<file path="config.mk">
export PLATFORM = sky130hd
export DESIGN_NAME = beta_mem_arbiter
export DESIGN_NICKNAME = d
export VERILOG_FILES = /design/src/rtl/beta_mem_pkg.sv /design/src/rtl/beta_rr_arb2.sv /design/src/rtl/beta_mem_arbiter.sv
export SDC_FILE = /design/constraint.sdc
export NUM_CORES = 1
export LEC_CHECK = 0
export CORE_ASPECT_RATIO = 1.75
export CORE_MARGIN = 2
export CORE_UTILIZATION = 25
export CTS_CLUSTER_SIZE = 20
export DETAILED_ROUTE_END_ITERATION = 10
export PLACE_DENSITY = 0.55
export SLEW_MARGIN = 10
export SYNTH_ARGS = -nofsm -noshare
export SYNTH_HDL_FRONTEND = slang
export SYNTH_SLANG_ARGS = --single-unit
</file>
<file path="constraint.sdc">
create_clock -name clk -period 3.85 [get_ports clk]
set_input_delay 0.9625 -clock clk [delete_from_list [all_inputs] [get_ports clk]]
set_output_delay 0.9625 -clock clk [all_outputs]
set_load 0.05 [all_outputs]
</file>
<file path="src/rtl/beta_mem_pkg.sv">
// Shared types for the Beta memory arbiter: requester ids, FSM states and
// the access-latency counter width.
package beta_mem_pkg;

  localparam int CNT_W = 4;

  typedef enum logic [1:0] {
    ID_IF  = 2'd0,
    ID_DM  = 2'd1,
    ID_DBG = 2'd2
  } reqId_t;

  typedef enum logic [1:0] {
    IDLE = 2'd0,
    BUSY = 2'd1,
    ACK  = 2'd2
  } arbState_t;

  // Counter load value: BUSY runs from lat-1 down to 0.
  function automatic logic [CNT_W-1:0] latToCnt(input int lat);
    return CNT_W'(lat - 1);
  endfunction

endpackage

</file>
<file path="src/rtl/beta_rr_arb2.sv">
// Two-way round-robin picker between instruction fetch and data ports.
// Purely combinational; debug priority is applied by the caller.
module beta_rr_arb2
  import beta_mem_pkg::*;
(
  input  logic       if_req,
  input  logic       dm_req,
  input  logic [1:0] last_grant,
  output logic [1:0] winner
);

  always_comb begin
    winner = ID_IF;
    if (if_req && dm_req) begin
      // On a tie the port that did not win last time goes next.
      winner = (last_grant == ID_IF) ? ID_DM : ID_IF;
    end else if (dm_req) begin
      winner = ID_DM;
    end
  end

endmodule

</file>
<file path="src/rtl/beta_mem_arbiter.sv">
// Single-port memory arbiter: IF / DM / DBG share one fixed-latency memory,
// one access at a time, with a one-cycle registered ack per completed access.
module beta_mem_arbiter
  import beta_mem_pkg::*;
#(
  parameter int AW      = 32,
  parameter int DW      = 32,
  parameter int MEM_LAT = 2
) (
  input  logic          clk,
  input  logic          reset,
  input  logic          if_req,
  input  logic [AW-1:0] if_addr,
  output logic          if_ack,
  input  logic          dm_req,
  input  logic          dm_we,
  input  logic [AW-1:0] dm_addr,
  input  logic [DW-1:0] dm_wdata,
  output logic          dm_ack,
  input  logic          dbg_req,
  input  logic          dbg_we,
  input  logic [AW-1:0] dbg_addr,
  input  logic [DW-1:0] dbg_wdata,
  output logic          dbg_ack,
  output logic [DW-1:0] rdata,
  output logic          cpu_stall,
  output logic          mem_en,
  output logic          mem_we,
  output logic [AW-1:0] mem_addr,
  output logic [DW-1:0] mem_wdata,
  input  logic [DW-1:0] mem_rdata
);

  localparam logic [CNT_W-1:0] LAT_CNT = latToCnt(MEM_LAT);

  arbState_t        state;
  logic [CNT_W-1:0] cnt;
  reqId_t           grantId;
  reqId_t           lastGrant;

  logic [1:0]    rrWinnerRaw;
  reqId_t        rrWinner;
  reqId_t        pickId;
  logic          anyReq;
  logic [AW-1:0] selAddr;
  logic          selWe;
  logic [DW-1:0] selWdata;

  beta_rr_arb2 u_rr (
    .if_req    (if_req),
    .dm_req    (dm_req),
    .last_grant(lastGrant),
    .winner    (rrWinnerRaw)
  );

  assign rrWinner = reqId_t'(rrWinnerRaw);
  assign anyReq   = if_req | dm_req | dbg_req;
  assign pickId   = dbg_req ? ID_DBG : rrWinner;

  always_comb begin
    selAddr  = if_addr;
    selWe    = 1'b0;
    selWdata = '0;
    case (pickId)
      ID_DM: begin
        selAddr  = dm_addr;
        selWe    = dm_we;
        selWdata = dm_wdata;
      end
      ID_DBG: begin
        selAddr  = dbg_addr;
        selWe    = dbg_we;
        selWdata = dbg_wdata;
      end
      default: ;
    endcase
  end

  always_ff @(posedge clk or posedge reset) begin
    if (reset) begin
      state     <= IDLE;
      cnt       <= '0;
      grantId   <= ID_IF;
      lastGrant <= ID_IF;
      if_ack    <= 1'b0;
      dm_ack    <= 1'b0;
      dbg_ack   <= 1'b0;
      mem_en    <= 1'b0;
      mem_we    <= 1'b0;
      mem_addr  <= '0;
      mem_wdata <= '0;
      rdata     <= '0;
    end else begin
      case (state)
        IDLE: begin
          if (anyReq) begin
            grantId   <= pickId;
            // Debug grants do not disturb the CPU round-robin history.
            if (!dbg_req) lastGrant <= rrWinner;
            mem_en    <= 1'b1;
            mem_we    <= selWe;
            mem_addr  <= selAddr;
            mem_wdata <= selWdata;
            cnt       <= LAT_CNT;
            state     <= BUSY;
          end
        end
        BUSY: begin
          if (cnt == '0) begin
            if (!mem_we) rdata <= mem_rdata;
            if_ack  <= (grantId == ID_IF);
            dm_ack  <= (grantId == ID_DM);
            dbg_ack <= (grantId == ID_DBG);
            mem_en  <= 1'b0;
            mem_we  <= 1'b0;
            state   <= ACK;
          end else begin
            cnt <= cnt - CNT_W'(1);
          end
        end
        ACK: begin
          if_ack  <= 1'b0;
          dm_ack  <= 1'b0;
          dbg_ack <= 1'b0;
          state   <= IDLE;
        end
        default: state <= IDLE;
      endcase
    end
  end

  assign cpu_stall = (if_req & ~if_ack) | (dm_req & ~dm_ack);

endmodule

</file>
# Yosys cells after proc, flatten, opt, wreduce, memory -nomap -nowiden

Index checks and enable logic that the tools add are counted.

Bits in registers: 111
Input bits: 199
Output and inout port bits: 102
Word-level logic and storage cells: 69

Add/subtract/negate cells: 1
Equality and inequality tests: 9
Mux-type cells: 24
Bitwise logic cells: 9
Reductions and logical operators: 14

Operators with widths:

| cell                                                | number |
|---|---|
| case mux 32 bit (2 select lines)                    | 2 |
| case mux 1 bit (2 select lines)                     | 6 |
| AND reduction 3 bit                                 | 4 |
| two-way mux 1 bit                                   | 8 |
| two-way mux 2 bit                                   | 4 |
| two-way mux 4 bit                                   | 2 |
| case mux 4 bit (2 select lines)                     | 1 |
| equality test 2 x 1 -> 1 bit, second input constant | 3 |
| equality test 2 bit, second input constant          | 3 |
| zero test 2 bit                                     | 3 |
| != test 2 bit, second input constant                | 3 |
| AND reduction 2 bit                                 | 3 |
| zero test 4 bit                                     | 1 |
| NOT 1 bit                                           | 4 |
| case mux 2 bit (2 select lines)                     | 1 |
| nonzero test 2 bit                                  | 2 |
| subtractor 4 x 1 -> 4 bit, second input constant    | 1 |
| bitwise OR 1 bit                                    | 3 |
| bitwise AND 1 bit                                   | 2 |
| logical AND 1 bit                                   | 1 |

# Depth between registers and ports, before layout

Word-level depth: 8
Mapped depth: 7
Gate-level depth less buffers: 5

# Cells and area by module

From an unflattened synthesis, not the netlist that was laid out.

Cells, all modules: 472
Area, all modules: 5325.1 um^2

By module, submodules not included:

| module           | times used | cells an instance | area each (um^2) | seq. area each (um^2) |
|---|---|---|---|---|
| beta_mem_arbiter | 1          | 468               | 5302.6           | 2777.7 |
| beta_rr_arb2     | 1          | 4                 | 22.5             | 0.0 |

# Least setup slack after synthesis

Ideal clock, no wire load.

Kind: input port to output port
Start: input if_req
End: output cpu_stall
Arrival time: 1.760 ns
Required time: 2.888 ns
Setup slack: 1.128 ns
Cell stages on the path: 2
Path buffers: 0
Cell sequence: inv_1 -> o22ai_1

Word-level cells in the longest chain between the ends: 2

RTL lines:

| element           | line                    | source |
|---|---|---|
| from (decl)       | beta_mem_arbiter.sv:12  | `input logic if_req,` |
| bitwise AND 1 bit | beta_mem_arbiter.sv:132 | `assign cpu_stall = (if_req & ~if_ack) \| (dm_req & ~dm_ack);` |
| bitwise OR 1 bit  | beta_mem_arbiter.sv:132 |  |
| to (decl)         | beta_mem_arbiter.sv:26  | `output logic cpu_stall,` |

No other way between the ends.

# Worst setup path in the final report

Ends and elaborated chain as after synthesis.

==> results.json <==
{
  "cts_tree": "yes",
  "hold_buffers": 0,
  "viasPerCell": 4.519,
  "synth.lib_cells_used.distinct": 35,
  "relSlewSlack_pct": 36.96,
  "cts.sinks": 110,
  "fmax_ghz": 0.3357,
  "switchingPower_w": 0.003636,
  "ys_top_cells_by_count": "dfrtp_1, inv_1, nand2_1",
  "pin_count": 301,
  "synthSimpleGateAreaFrac_pct": 10.67,
  "cts_resized": 0,
  "finalNetCount": 1038,
  "final_hold_viol_count": 0,
  "rows": 72,
  "syn_area_sq_um": 5665,
  "startpoint_type": "input pin",
  "post-cts-setup-buffers": 0,
  "path_cells": "clkdlybuf4s50_1, inv_1, o22ai_1, buf_4",
  "grt_start_max_net_pins": 168,
  "seq_area_frac_synth_pct": 48.59,
  "synth_mux_area_share_pct": 13.27,
  "grt_remaining_overflow": 0,
  "status": "completed",
  "ir_drop_v": 0.0002410,
  "h-tree-depth": 3,
  "via_count": 5138,
  "grt_pass1_vias": 5070,
  "setup_tns_ns": 0,
  "drive_above_1_share_pct": 11.06,
  "core_sq_um": 22160,
  "place_congestion": 0.7967,
  "numCtsBuffers": 9,
  "power_leakage_nw": 3.882,
  "rsz0062_at_grt": "false",
  "clock_tree.buffer_depth": 2,
  "synth_area_leaders": "dfrtp_1, mux2_2, o31a_1",
  "die_w_um": 117.8,
  "p_comb_share_pct": 60.4,
  "yosysMostFrequentCell": "dfrtp_1",
  "io_buffers": 300,
  "drtAntennaViolNets": 0,
  "drc": 0,
  "critPathRequiredTime_ns": 2.89,
  "synth_adder_area_share_pct": 0.4417,
  "critPathMaxStageDelay_ns": 0.62,
  "utilization_pct": 41.78,
  "p_int_w": 0.003965,
  "die_h_um": 203.1,
  "power_switching_share_pct": 47.84,
  "antenna_found_initial": 0,
  "area_delta_synth_final_pct": 63.43,
  "clk_pin_slew_ns": 0.08,
  "finalCritPeriodShare_pct": 77.38,
  "grt_pass1_wl_um": 29330,
  "fin_crit_ns": 2.979,
  "worstSkewPairLatency_ns": 0.35,
  "root_buffer": "clkbuf_16",
  "syn_inst": 565,
  "setup.worst_path.class": "input pin to output pin",
  "tightest_slew_ns": 0.9433,
  "ys.flop_type": "dfrtp_1",
  "critPathSlowestCell": "clkdlybuf4s50_1",
  "diodes": 0,
  "syn_area_per_cell_sq_um": 10.03,
  "p_seq_share_pct": 26.7,
  "drv_cap": 0,
  "finalClockSkew_ns": 0.006846,
  "detail_route.wl_per_cell_um": 16.78,
  "power_frac_clock_pct": 12.9,
  "synth_top_family_by_area": "compound AO/OA/AOI/OAI gates",
  "p_per_area_nw_per_um2": 820.9,
  "synth-compound-area-share_pct": 18.24,
  "finalWirelength_um": 19080,
  "synth-edff-count": 0,
  "maxSlewViolCount": 0,
  "crit_arrival_ns": 2.02,
  "synth_nets": 766,
  "async_flop_share_pct": 100.0,
  "grt_use_total_pct": 15.71,
  "dp.final_hpwl_um": 13930,
  "drt_iter0_markers": 275,
  "critPathCaptureType": "output pin",
  "dieArea_sq_um": 23930,
  "synth_xor_area_share_pct": 0,
  "drt-pass1-iter-count": 4,
  "yosys_warnings": 0,
  "synth_top_cell_area_share_pct": 48.59,
  "crit_path_max_fanout": 7,
  "start_util_pct": 25.56,
  "hold_class": "flop to flop",
  "synth_top_cell_by_area": "dfrtp_1",
  "setup_viol": 0,
  "ys_ff_latch": 110
}
## path summary, 6_finish.rpt
kind | from | endpoint | slack, ns | cells after the start
worst max-delay path | if_req | cpu_stall | 0.87 | 4
worst min-delay path | cnt[3]$_DFFE_PP0P_ | cnt[3]$_DFFE_PP0P_ | 0.46 | 1
worst max register to register | state[0]$_DFFE_PP0P_ | mem_wdata[25]$_DFFE_PP0P_ | 1.54 | 4
worst min register to register | cnt[3]$_DFFE_PP0P_ | cnt[3]$_DFFE_PP0P_ | 0.46 | 1
max in group asynchronous | reset | mem_addr[8]$_DFFE_PP0P_ | 2.05 | 3
min in group asynchronous | reset | rdata[28]$_DFFE_PP0P_ | 1.09 | 2
## logic make-up after synthesis
logic type,Yosys count
fa+ha+maj,2
simple gates,117
buf+inv,119
mux,67
compound gates,150
flops,110
## cell type report
cell class,count,area (sq um)
tap,296,370.4
multi-input combinational,336,2431
sequential,110,2753
clock inverter,5,67.56
timing repair buffer,309,3128
inverter,71,270.3
clock buffer,10,239.0
fill,2220,12900
## power by group through the flow
stage | Combinational, W | Sequential (W) | Clock, W
2_1_floorplan | 0.00124 | 0.00381 | 0
3_3_place_gp | 0.00464 | 0.00204 | 0
3_5_place_dp | 0.00466 | 0.00205 | 0
4_1_cts | 0.00466 | 0.00203 | 0.00102
5_1_grt | 0.00483 | 0.00211 | 0.00106
6_report | 0.00459 | 0.00203 | 0.000979
## flip-flops by register name (all words and copies together), names as in the netlist
| signal | flops |
|---|---|
| mem_addr | 32 |
| mem_wdata | 32 |
| rdata | 32 |
| cnt | 4 |
| grantId | 2 |
| state | 2 |
| dbg_ack | 1 |
| dm_ack | 1 |
| if_ack | 1 |
| lastGrant | 1 |
| mem_en | 1 |
| mem_we | 1 |
## worst max-delay path, delay by kind of cell
kind / cells / cell delay, ns
compound gates: 1 / 0.14
buf+inv: 3 / 0.91
## metal layers
layer	GRT usage, %	share of wire, %	vias to the layer above	wire length [um]
met3	2.992	5.2	15	984
met2	29.49	55	166	10550
met4	5.336	1.9	0	354
met1	17.62	38	2442	7197
li1	-	-	2515	-
met5	0	0	-	0
## through the flow
step | area, sq um | std cells | setup slack (ns) | hold slack [ns] | power, W
6_report | 9259 | 1137 | 0.8708 | 0.4648 | 0.007600
5_1_grt | 9259 | 1137 | 0.7607 | 0.5031 | 0.007994
4_1_cts | 9259 | 1137 | 0.8647 | 0.4714 | 0.007719
3_5_place_dp | 8952 | 1122 | 0.5010 | 0.4586 | 0.006707
3_3_place_gp | 8952 | 1122 | 0.5344 | 0.4638 | 0.006675
2_1_floorplan | 5669 | 565 | 1.128 | 0.4334 | 0.005047
## layout by cell type, fill, tap and decap left out, drive strengths merged, types with 3 or more instances in the layout
master	count
a21oi	33
a22o	3
a31oi	33
buf	11
clkbuf	10
clkdlybuf4s50	298
dfrtp	110
inv	72
mux2	65
nand2	65
nand2b	4
nand3	3
nand3b	32
nor2	4
nor3	4
o211ai	3
o21ai	6
o31a	32
o31ai	35
Note: power is estimated with default switching activity, not from simulation.
